==> config.mk <==
export PLATFORM = sky130hd
export DESIGN_NAME = dmem_arbiter
export DESIGN_NICKNAME = d
export VERILOG_FILES = /design/src/rtl/dmem_arbiter.sv
export SDC_FILE = /design/constraint.sdc
export NUM_CORES = 1
export LEC_CHECK = 0
export ABC_AREA = 1
export BUFFER_PORTS_ARGS = -buffer_cell sky130_fd_sc_hd__buf_2
export CORE_AREA = 2 2 118 120
export DETAILED_ROUTE_END_ITERATION = 8
export DIE_AREA = 0 0 120 122
export MAX_ROUTING_LAYER = met4
export PLACE_DENSITY = 0.74
export RECOVER_POWER = 25
export SYNTH_ARGS = -nofsm -noshare
export SYNTH_HDL_FRONTEND = slang
export SYNTH_SLANG_ARGS = --single-unit
==> constraint.sdc <==
create_clock -name clk -period 1.78 [get_ports clk]
set_input_delay 0.178 -clock clk [delete_from_list [all_inputs] [get_ports clk]]
set_output_delay 0.178 -clock clk [all_outputs]
set_load 0.01 [all_outputs]
==> src/rtl/dmem_arbiter.sv <==
// Round-robin arbiter sharing the single-port data memory between two requesters.
// Optional grant counters are built when DMEM_ARB_STATS_EN is defined.
module dmem_arbiter #(
  parameter int ADDR_W = 32,
  parameter int DATA_W = 32,
  parameter int CNT_W  = 16
) (
  input  logic              clk,
  input  logic              reset,
  input  logic              req0_valid,
  output logic              req0_ready,
  input  logic [ADDR_W-1:0] req0_addr,
  input  logic [DATA_W-1:0] req0_wdata,
  input  logic              req0_we,
  output logic              rsp0_valid,
  output logic [DATA_W-1:0] rsp0_rdata,
  input  logic              req1_valid,
  output logic              req1_ready,
  input  logic [ADDR_W-1:0] req1_addr,
  input  logic [DATA_W-1:0] req1_wdata,
  input  logic              req1_we,
  output logic              rsp1_valid,
  output logic [DATA_W-1:0] rsp1_rdata,
  output logic [ADDR_W-1:0] mem_address,
  output logic [DATA_W-1:0] mem_write_data,
  output logic              mem_write_enable,
  input  logic [DATA_W-1:0] mem_out_data
`ifdef DMEM_ARB_STATS_EN
  ,
  output logic [CNT_W-1:0]  grant0_count,
  output logic [CNT_W-1:0]  grant1_count
`endif
);

  logic              r_rr_ptr;
  logic              r_rsp0_valid;
  logic              r_rsp1_valid;
  logic [DATA_W-1:0] r_rsp0_rdata;
  logic [DATA_W-1:0] r_rsp1_rdata;
  logic              w_gnt_vld;
  logic              w_gnt_port;

  // Reset masks the grant so no handshake or write can slip through during reset.
  always_comb begin
    w_gnt_vld  = 1'b0;
    w_gnt_port = 1'b0;
    if (!reset) begin
      if (req0_valid && req1_valid) begin
        w_gnt_vld  = 1'b1;
        w_gnt_port = r_rr_ptr;
      end else if (req0_valid) begin
        w_gnt_vld  = 1'b1;
        w_gnt_port = 1'b0;
      end else if (req1_valid) begin
        w_gnt_vld  = 1'b1;
        w_gnt_port = 1'b1;
      end
    end
  end

  assign req0_ready       = w_gnt_vld && !w_gnt_port;
  assign req1_ready       = w_gnt_vld && w_gnt_port;
  assign mem_address      = req1_ready ? req1_addr  : req0_addr;
  assign mem_write_data   = req1_ready ? req1_wdata : req0_wdata;
  assign mem_write_enable = req1_ready ? req1_we : (req0_ready && req0_we);

  always_ff @(posedge clk) begin
    if (reset) begin
      r_rr_ptr     <= 1'b0;
      r_rsp0_valid <= 1'b0;
      r_rsp1_valid <= 1'b0;
      r_rsp0_rdata <= '0;
      r_rsp1_rdata <= '0;
    end else begin
      if (w_gnt_vld) begin
        r_rr_ptr <= ~w_gnt_port;
      end
      r_rsp0_valid <= req0_ready && !req0_we;
      r_rsp1_valid <= req1_ready && !req1_we;
      if (req0_ready && !req0_we) begin
        r_rsp0_rdata <= mem_out_data;
      end
      if (req1_ready && !req1_we) begin
        r_rsp1_rdata <= mem_out_data;
      end
    end
  end

  assign rsp0_valid = r_rsp0_valid;
  assign rsp1_valid = r_rsp1_valid;
  assign rsp0_rdata = r_rsp0_rdata;
  assign rsp1_rdata = r_rsp1_rdata;

`ifdef DMEM_ARB_STATS_EN
  logic [CNT_W-1:0] r_cnt0;
  logic [CNT_W-1:0] r_cnt1;

  // Counters stick at all-ones rather than wrapping.
  always_ff @(posedge clk) begin
    if (reset) begin
      r_cnt0 <= '0;
      r_cnt1 <= '0;
    end else begin
      if (req0_ready && (r_cnt0 != {CNT_W{1'b1}})) begin
        r_cnt0 <= r_cnt0 + 1'b1;
      end
      if (req1_ready && (r_cnt1 != {CNT_W{1'b1}})) begin
        r_cnt1 <= r_cnt1 + 1'b1;
      end
    end
  end

  assign grant0_count = r_cnt0;
  assign grant1_count = r_cnt1;
`endif

endmodule

==> results.yml, run 1 <==
outcome:
  status: "finished, final reports clean"
routing:
  drt-pass1-iter-count: 7
  drc: 0
  totalWireLength_um: 17100
  routed_wirelength_normalized_by_instance_count_um: 14.1
  detailedRoute.firstIterationViolations: 347
  drt-vias-per-instance: 4.33
  ant_nets: 0
  vias: 5281
worst_setup_path:
  cpLargestDelayFamily: "buffers and inverters"
  critical_path_required_ns: 1.60
  start_kind: "flop"
  worst_ep_arrival_time_ns: 1.51
  worst-setup-path-type: "flop to output pin"
  crit_fanout: 16
  critical_path_buf_inv_count: 4
  crit_path_end_kind: "output pin"
  slowest_stage_delay_on_critical_path_ns: 0.31
  cp_slowest_cell: "sky130_fd_sc_hd__dfxtp_1"
  crit_chain: "inv_2 -> nand2_4 -> nand2_4 -> clkinv_8 -> clkbuf_16 -> nand2_1 -> nand2_1 -> buf_2"
finish:
  final_layout_size_suffix_gt1_share_pct: 28.9
  fin_util_pct: 46.5
  final_cell_mix: "322 x sky130_fd_sc_hd__nand2_1, 247 x sky130_fd_sc_hd__buf_2, 165 x sky130_fd_sc_hd__inv_1, 67 x sky130_fd_sc_hd__dfxtp_1"
  finalNetCount: 1197
  area_growth_syn_to_layout_pct: 52.8
  final-seq-area_um2: 1340
  n_fill_cell: 1486
  finish.cell_count_without_fillers: 1219
  mostFrequentLayoutCell: "sky130_fd_sc_hd__nand2_1"
  multiInputGateArea_um2: 1930
floorplan:
  initial_core_util_pct: 30.4
  die-width_um: 120
  vertical_die_dimension_um: 122
  placement_rows: 43
  core-area_um2: 13500
  design.portCount: 299
  die_area_um2: 14600
placement:
  place.detailed.hpwl_um: 12400
  pre_cts_ws_ns: 0.279
  place.detailed.instances: 1193
  globalplace.congestion: 0.844
  buffer_ports.inserted: 298
clock_tree:
  clk_pin_slew_ns: 0.06
  ctsHtreeMaxLevel: 3
  number_of_buffers_created_by_cts: 9
  tritoncts_sink_count: 67
  clock-root-buffer: "sky130_fd_sc_hd__clkbuf_16"
  cts_tree: "yes"
  clock_tree.buffer_depth: 2
  worst_skew_pair.late_latency_ns: 0.33
logic_synthesis:
  yosysSeqAreaShare_pct: 32.7
  mappedNetlistArea_um2: 4110
  number_of_library_cell_types_mapped_by_synthesis: 16
  postSynthRegisterBits: 67
  synth_warnings: 0
  synth_fp_nets: 907
  synthesis.instances: 741
  synth_area_per_cell_um2: 5.54
timing:
  maxClockFrequency_ghz: 0.592
  final-max-slew-violation-count: 0
  setup_tns_ns: 0
  slew-limit-headroom_pct: 70.1
  pnr_worst_setup_slack_ns: 0.0917
  fin_skew_ns: 0.00464
  worst_hold_margin_ns: 0.184
  report.final.setup_viol: 0
  setup_repair_after_global_routing_missed_its_margin: "false"
  layout_min_cycle_time_ns: 1.69
  timing.final.crit_share_pct: 94.9
  timing_worst_slew_pin_value_ns: 0.448
  report.final.hold_viol_count: 0
grt:
  grt_start_max_net_pins: 66
  first_pass_grt_wire_length_um: 23700
  antenna_violations_before_repair: 5
  globalRouteTotalUtil_pct: 21.4
  gr-total-overflow: 0
  vias_in_the_first_global_route: 4522
power_and_ir_drop:
  power_frac_comb_pct: 23.2
  power_frac_seq_pct: 33.4
  power.internal_mw: 3.45
  leakagePower_nw: 3.77
  p_switching_mw: 1.38
  p_sw_share_pct: 28.5
  max-vdd-ir-drop_v: 0.000485
  pwr-share-clk_pct: 43.4
  powerDensity_nw_per_um2: 770
flow_run:
  drv_cap: 0
worst_hold_path:
  holdCritPathClass: "input pin to flop"
[power groups by stage]
stage | logic [mW] | clock network (mW) | registers, mW
3_3_place_gp | 1.07 | 0 | 1.64
2_1_floorplan | 0.533 | 0 | 1.68
4_1_cts | 1.09 | 2.12 | 1.61
6_report | 1.12 | 2.09 | 1.61
5_1_grt | 1.24 | 2.20 | 1.62
3_5_place_dp | 1.07 | 0 | 1.64
[kinds of logic after synthesis]
family,Yosys count,share of synthesized area (%)
AOI/OAI and AO/OA,2,0.274
buffers and inverters,215,20.8
DFF,67,32.7
and+or+nand+nor,457,46.2
[path summary, 6_finish.rpt]
check	cells after the start	startpoint	slack (ns)	endpoint
setup reg to reg	8	r_rr_ptr$_SDFFE_PP0P_	0.41	rsp1_rdata[15]$_SDFFE_PP0P_
setup / recovery	8	r_rr_ptr$_SDFFE_PP0P_	0.09	mem_write_data[2]
hold / removal	5	mem_out_data[17]	0.18	rsp0_rdata[17]$_SDFFE_PP0P_
hold reg to reg	2	r_rr_ptr$_SDFFE_PP0P_	0.50	r_rr_ptr$_SDFFE_PP0P_
[per-stage QoR]
step	power (mW)	instance area (µm²)
6_report	4.83	6270
5_1_grt	5.07	6270
4_1_cts	4.82	6170
3_5_place_dp	2.72	5790
3_3_place_gp	2.71	5790
2_1_floorplan	2.21	4110
[worst reg2reg max path, cell delays in order (launching register included)]
cell and delay, ns:
sky130_fd_sc_hd__dfxtp_1 0.34, sky130_fd_sc_hd__inv_2 0.06, sky130_fd_sc_hd__nand2_4 0.09, sky130_fd_sc_hd__buf_4 0.11, sky130_fd_sc_hd__nand3_2 0.25, sky130_fd_sc_hd__buf_12 0.26, sky130_fd_sc_hd__nand2_1 0.09, sky130_fd_sc_hd__inv_1 0.04
sky130_fd_sc_hd__nor2_1 0.09
[repair_timing]
item                       CTS  global route
cloned                       1             5
setup endpoints to repair   11            63
buffers inserted             0             1
resized for setup            1            10
hold buffers                 0             0
pin swaps                    0             2
[final cells by class]
type,instances,share of cell area (%)
timing repair buffer,324,28.2
tap,180,3.59
clock buffer,10,3.81
sequential,67,21.4
multi-input combinational,459,30.7
antenna,3,0.120
inverter,170,10.4
clock inverter,6,1.79
[synth_stat cells]
cell type	count	area (µm²)
sky130_fd_sc_hd__nor2_1	64	240
sky130_fd_sc_hd__nand4_1	64	400
sky130_fd_sc_hd__buf_4	7	52.6
sky130_fd_sc_hd__nand2_1	325	1220
sky130_fd_sc_hd__clkbuf_1	15	56.3
sky130_fd_sc_hd__a21oi_1	1	5.00
sky130_fd_sc_hd__nor2_4	2	22.5
sky130_fd_sc_hd__inv_1	167	627
sky130_fd_sc_hd__buf_2	17	85.1
sky130_fd_sc_hd__clkinv_1	2	7.51
sky130_fd_sc_hd__o22ai_1	1	6.26
sky130_fd_sc_hd__dfxtp_1	67	1340
sky130_fd_sc_hd__nand3_2	1	10.0
sky130_fd_sc_hd__nand3_1	1	5.00
sky130_fd_sc_hd__buf_1	6	22.5
sky130_fd_sc_hd__inv_2	1	3.75
[layer usage]
layer | vias to the layer above | routed length [µm] | part of all wire (%) | global-route usage (%)
met3 | 28 | 1350 | 7.9 | 4.26
met5 | - | 0 | 0 | -
met1 | 2271 | 7070 | 41 | 26.9
met4 | 0 | 363 | 2.1 | 8.01
met2 | 244 | 8350 | 49 | 34.1
li1 | 2738 | - | - | -
[state kept, by name (all words and copies together), names as in the netlist]
name / count
rsp1_rdata: 32
rsp1_valid: 1
rsp0_rdata: 32
rsp0_valid: 1
r_rr_ptr: 1
(Power assumes the default switching activity.)
==> run 2: changes to the inputs <==
--- a/config.mk
+++ b/config.mk
@@ -13,3 +13,3 @@
 export MAX_ROUTING_LAYER = met4
-export PLACE_DENSITY = 0.74
+export PLACE_DENSITY = 0.71
 export RECOVER_POWER = 25
==> constraint.sdc (replaced) <==
create_clock -name clk -period 1.78 [get_ports clk]
set_input_delay 0.356 -clock clk [delete_from_list [all_inputs] [get_ports clk]]
set_output_delay 0.356 -clock clk [all_outputs]
set_load 0.01 [all_outputs]
==> run 2 against run 1 <==
The flow now finishes with violations (negative setup slack). Highest routed layer unchanged. Critical path depth is the same. Worst hold slack gained 0.17 ns. Clock skew hardly changed. Routed wire length increased by 1.2%. Sequential share of layout area is 0.92 points lower. Die area is the same. Global-route usage increased by 0.58 points. Worst setup slack worse by 0.15 ns.
==> results.yml, run 2 (synthesized netlist as in run 1, its figures left out) <==
power_and_ir_drop:
  max-vdd-ir-drop_v: 0.000456
  powerDensity_nw_per_um2: 716
  leakagePower_nw: 4.04
routing:
  drt-vias-per-instance: 4.44
  ant_nets: 0
  totalWireLength_um: 17300
  routed_wirelength_normalized_by_instance_count_um: 14.1
  drt-pass1-iter-count: 5
  detailedRoute.firstIterationViolations: 216
  drc: 0
  vias: 5444
placement:
  pre_cts_ws_ns: 0.0780
  globalplace.congestion: 0.860
  buffer_ports.inserted: 298
  place.detailed.hpwl_um: 12600
worst_setup_path:
  worst-setup-path-type: "flop to output pin"
  crit_chain: "inv_2 -> nand2_4 -> nand2_8 -> buf_12 -> clkbuf_16 -> nand2_1 -> nand2_1 -> buf_2"
  cp_slowest_cell: "sky130_fd_sc_hd__dfxtp_2"
  worst_ep_arrival_time_ns: 1.48
  start_kind: "flop"
  cp_common_cell: "sky130_fd_sc_hd__nand2_1"
  critical_path_required_ns: 1.42
  cpLargestDelayFamily: "buffers and inverters"
  slowest_stage_delay_on_critical_path_ns: 0.34
  critical_path_buf_inv_count: 4
  crit_path_end_kind: "output pin"
  crit_fanout: 8
  ff2ff_setup_slack_ns: 0.14
clock_tree:
  clock_tree.buffer_depth: 2
  worst_skew_pair.late_latency_ns: 0.33
  clk_pin_slew_ns: 0.05
  clock-root-buffer: "sky130_fd_sc_hd__clkbuf_16"
  ctsHtreeMaxLevel: 3
  number_of_buffers_created_by_cts: 9
  tritoncts_sink_count: 67
  cts_tree: "yes"
  post_cts_hold_buffer_count: 0
floorplan:
  vertical_die_dimension_um: 122
  die_area_um2: 14600
  design.portCount: 299
  initial_core_util_pct: 30.4
  placement_rows: 43
  core-area_um2: 13500
  die-width_um: 120
worst_hold_path:
  holdCritPathClass: "input pin to flop"
timing:
  layout_min_cycle_time_ns: 1.84
  timing.final.crit_share_pct: 103
  maxClockFrequency_ghz: 0.544
  pnr_worst_setup_slack_ns: -0.0590
  setup_repair_after_global_routing_missed_its_margin: "true"
  fin_skew_ns: 0.00441
  final-max-slew-violation-count: 0
  report.final.hold_viol_count: 0
  timing_worst_slew_pin_value_ns: 0.591
  slew-limit-headroom_pct: 60.6
  report.final.setup_viol: 49
finish:
  final_layout_size_suffix_gt1_share_pct: 36.6
  area_growth_syn_to_layout_pct: 59.9
  mostFrequentLayoutCell: "sky130_fd_sc_hd__nand2_1"
  fin_util_pct: 48.6
  final_cell_mix: "295 x sky130_fd_sc_hd__nand2_1, 289 x sky130_fd_sc_hd__buf_2, 165 x sky130_fd_sc_hd__inv_1, 66 x sky130_fd_sc_hd__dfxtp_1"
  finalNetCount: 1204
  n_fill_cell: 1413
grt:
  gr-total-overflow: 0
  globalRouteTotalUtil_pct: 22.0
  grt_start_max_net_pins: 46
  antenna_violations_before_repair: 2
  first_pass_grt_wire_length_um: 24300
  vias_in_the_first_global_route: 4728
flow_run:
  drv_cap: 0
outcome:
  status: "complete, but fails checks"
  violated_checks: "negative setup slack"
==> run 2: cell types whose count changed in the layout (fill, tap and decap cells not counted), sizes merged <==
| cell | previous run | this run |
|---|---|---|
| bufinv | 3 | 2 |
| clkinvlp | 0 | 1 |
| clkbuf | 65 | 18 |
| diode | 3 | 2 |
| buf | 269 | 324 |
| clkinv | 6 | 4 |
| inv | 167 | 168 |
==> run 2: per-stage QoR <==
| step | TNS, ns | cell area (µm²) | power [mW] | cells | hold slack (ns) |
|---|---|---|---|---|---|
| 3_5_place_dp | 0 | 5820 | 2.72 | 1196 | 0.462 |
| 6_report | -1.20 | 6560 | 4.70 | 1225 | 0.359 |
| 5_1_grt | -4.60 | 6560 | 4.94 | 1225 | 0.385 |
| 3_3_place_gp | 0 | 5820 | 2.72 | 1196 | 0.465 |
| 2_1_floorplan | 0 | 4110 | 2.21 | 741 | 0.442 |
| 4_1_cts | -0.148 | 6300 | 4.65 | 1219 | 0.352 |
==> run 2: metal layers <==
metal	vias to the layer above	part of all wire, %	track usage, %
met5	-	0	-
met4	0	2.4	8.60
met3	30	7.5	4.40
met2	254	49	36.9
met1	2407	41	26.0
li1	2753	-	-
==> run 2: cell type report <==
cell class	instances	area [µm²]	share of cell area, %
multi-input combinational	459	2050	31.2
timing repair buffer	331	1990	30.3
sequential	67	1340	20.5
inverter	170	646	9.84
clock buffer	11	233	3.55
tap	180	225	3.43
clock inverter	5	77.6	1.18
antenna	2	5.00	0.0763
==> run 2: timing repair <==
action                                  in CTS  in global routing
resized for setup                           16                 43
pin swaps                                    3                 18
cloned                                       3                  4
buffers inserted                             4                  1
endpoints found under the setup margin      65                 87
==> run 2: path summary, 6_finish.rpt <==
kind / start / end / depth (start not counted)
worst max-delay path: r_rr_ptr$_SDFFE_PP0P_ / mem_write_data[8] / 8
worst min-delay path: mem_out_data[23] / rsp0_rdata[23]$_SDFFE_PP0P_ / 5
worst max register to register: r_rr_ptr$_SDFFE_PP0P_ / rsp1_rdata[21]$_SDFFE_PP0P_ / 10
worst min register to register: rsp1_rdata[29]$_SDFFE_PP0P_ / rsp1_rdata[29]$_SDFFE_PP0P_ / 4
==> run 2: report_power, final <==
group / switching (mW) / total [mW] / internal, mW
sequential: 0.0376 / 1.61 / 1.58
combinational: 0.684 / 1.22 / 0.539
clock: 0.642 / 1.86 / 1.22
==> run 2: tightest hold or removal path: stages <==
cell	delay, ns
sky130_fd_sc_hd__buf_2	0.07
sky130_fd_sc_hd__inv_1	0.04
sky130_fd_sc_hd__nand4_1	0.07
sky130_fd_sc_hd__nand2_1	0.05
sky130_fd_sc_hd__nor2_1	0.06
==> run 3: changes to the inputs <==
- PLACE_DENSITY: 0.71 -> 0.63
==> run 3 against run 2 <==
Utilization rose by 1.6 points. First-iteration DRC count up 13%. Routed wire length grew 2.0%. The run still ends with negative setup slack left. Global-route usage rose by 0.72 points. Via count shrank 0.46%. Critical path type unchanged. Largest cell class unchanged. Non-clock buffer count grew 2. Sequential power barely moved. Die area unchanged. Register-to-register slack improved by 0.16 ns. Critical endpoint is now mem_address[26]. Worst hold slack better by 0.0015 ns.
==> results.yml, run 3 (synthesized netlist as in run 1, its figures left out) <==
worst_setup_path:
  cp_common_cell: "sky130_fd_sc_hd__nand2_1"
  start_kind: "flop"
  critical_path_buf_inv_count: 4
  worst-setup-path-type: "flop to output pin"
  crit_path_end_kind: "output pin"
  cp_slowest_cell: "sky130_fd_sc_hd__dfxtp_2"
  crit_chain: "inv_2 -> nand2_4 -> nand2_8 -> buf_12 -> clkbuf_16 -> nand2_1 -> nand2_1 -> buf_2"
  crit_fanout: 8
  r2r-end: "rsp1_rdata[17]$_SDFFE_PP0P_"
  critical_path_required_ns: 1.42
  cpLargestDelayFamily: "buffers and inverters"
  worstSetupStartpoint: "r_rr_ptr$_SDFFE_PP0P_"
  r2r.worst_path.cells: 8
  worst_r2r_startpoint: "r_rr_ptr$_SDFFE_PP0P_"
  ff2ff_setup_slack_ns: 0.30
  slowest_stage_delay_on_critical_path_ns: 0.32
  worst_ep_arrival_time_ns: 1.48
power_and_ir_drop:
  leakagePower_nw: 3.99
  powerDensity_nw_per_um2: 717
  max-vdd-ir-drop_v: 0.000682
grt:
  vias_in_the_first_global_route: 4861
  gr-total-overflow: 0
  grt_start_max_net_pins: 41
  first_pass_grt_wire_length_um: 25100
  antenna_violations_before_repair: 4
  globalRouteTotalUtil_pct: 22.7
routing:
  drc: 0
  vias: 5419
  drt-pass1-iter-count: 4
  totalWireLength_um: 17700
  drt-vias-per-instance: 4.41
  routed_wirelength_normalized_by_instance_count_um: 14.4
  detailedRoute.firstIterationViolations: 245
  ant_nets: 0
floorplan:
  die-width_um: 120
  die_area_um2: 14600
  placement_rows: 43
  initial_core_util_pct: 30.4
  vertical_die_dimension_um: 122
  core-area_um2: 13500
  design.portCount: 299
outcome:
  violated_checks: "negative setup slack"
  status: "complete, but fails checks"
finish:
  finalNetCount: 1206
  final_cell_mix: "271 x sky130_fd_sc_hd__nand2_1, 252 x sky130_fd_sc_hd__buf_2, 165 x sky130_fd_sc_hd__inv_1, 66 x sky130_fd_sc_hd__dfxtp_1"
  n_fill_cell: 1464
  final_layout_size_suffix_gt1_share_pct: 36.3
  fin_util_pct: 50.2
  area_growth_syn_to_layout_pct: 65.2
  mostFrequentLayoutCell: "sky130_fd_sc_hd__nand2_1"
timing:
  report.final.setup_viol: 22
  maxClockFrequency_ghz: 0.546
  layout_min_cycle_time_ns: 1.83
  slew-limit-headroom_pct: 50.5
  setup_repair_after_global_routing_missed_its_margin: "true"
  pnr_worst_setup_slack_ns: -0.0524
  report.final.hold_viol_count: 0
  worst_hold_margin_ns: 0.360
  timing.final.crit_share_pct: 103
  final-max-slew-violation-count: 0
  timing_worst_slew_pin_value_ns: 0.742
  fin_skew_ns: 0.00501
placement:
  globalplace.congestion: 0.893
  buffer_ports.inserted: 298
  place.detailed.hpwl_um: 12400
clock_tree:
  clock_tree.buffer_depth: 2
  cts_tree: "yes"
  tritoncts_sink_count: 67
  number_of_buffers_created_by_cts: 9
  post_cts_hold_buffer_count: 0
  ctsHtreeMaxLevel: 3
  clock-root-buffer: "sky130_fd_sc_hd__clkbuf_16"
  worst_skew_pair.late_latency_ns: 0.34
  clk_pin_slew_ns: 0.05
flow_run:
  drv_cap: 0
worst_hold_path:
  worst_hold_path.num_cells: 5
  holdCritPathClass: "input pin to flop"
  worst_hold_startpoint: "mem_out_data[23]"
  hold_end: "rsp0_rdata[23]$_SDFFE_PP0P_"
## run 3: per-stage QoR
step / cell area [µm²] / worst slack [ns] / power (mW) / setup TNS (ns) / cells
2_1_floorplan: 4110 / 0.293 / 2.21 / 0 / 741
3_3_place_gp: 5810 / 0.0823 / 2.72 / 0 / 1194
3_5_place_dp: 5810 / 0.0710 / 2.72 / 0 / 1194
4_1_cts: 6450 / -0.0431 / 4.80 / -0.999 / 1220
5_1_grt: 6780 / -0.0808 / 5.10 / -2.42 / 1229
6_report: 6780 / -0.0524 / 4.86 / -0.331 / 1229
## run 3: report_power, final
| group | internal (mW) | switching [mW] | total, mW |
|---|---|---|---|
| combinational | 0.575 | 0.711 | 1.29 |
| sequential | 1.58 | 0.0368 | 1.61 |
| clock | 1.30 | 0.661 | 1.96 |
| total | 3.45 | 1.41 | 4.86 |
## run 3: repair_timing
item | CTS | global route
gates resized for setup | 24 | 76
setup endpoints to repair | 65 | 64
buffers inserted | 3 | 1
gates cloned | 7 | 5
pin swaps | 3 | 42
## run 3: worst max path at each step
stage | slack (ns) | end | depth (start not counted)
6_report | -0.05 | mem_address[26] | 8
5_1_grt | -0.08 | mem_address[26] | 8
4_1_cts | -0.04 | mem_write_data[2] | 9
3_5_place_dp | 0.07 | mem_write_data[28] | 8
3_3_place_gp | 0.08 | mem_write_data[28] | 8
2_1_floorplan | 0.29 | mem_write_enable | 4
## run 3: final cells by class
class / instances / area (µm²) / share of cell area (%)
Antenna cell: 4 / 10.0 / 0.148
Clock buffer: 12 / 256 / 3.78
Clock inverter: 4 / 72.6 / 1.07
Inverter: 170 / 651 / 9.59
Multi-Input combinational cell: 459 / 2130 / 31.4
Sequential cell: 67 / 1340 / 19.8
Tap cell: 180 / 225 / 3.32
Timing Repair Buffer: 333 / 2090 / 30.9
## run 3: worst register-to-register path, delay by kind of cell (launching register included)
kind / cells / cell delay (ns)
flip-flops: 1 / 0.33
buffers and inverters: 4 / 0.68
AND/OR/NAND/NOR: 4 / 0.41
## run 3: layer usage
metal,part of all wire [%],GRT usage (%),vias up
li1,-,-,2770
met4,2.4,9.12,0
met1,40,26.0,2396
met3,7.7,6.23,27
met2,50,37.8,226
met5,0,-,-
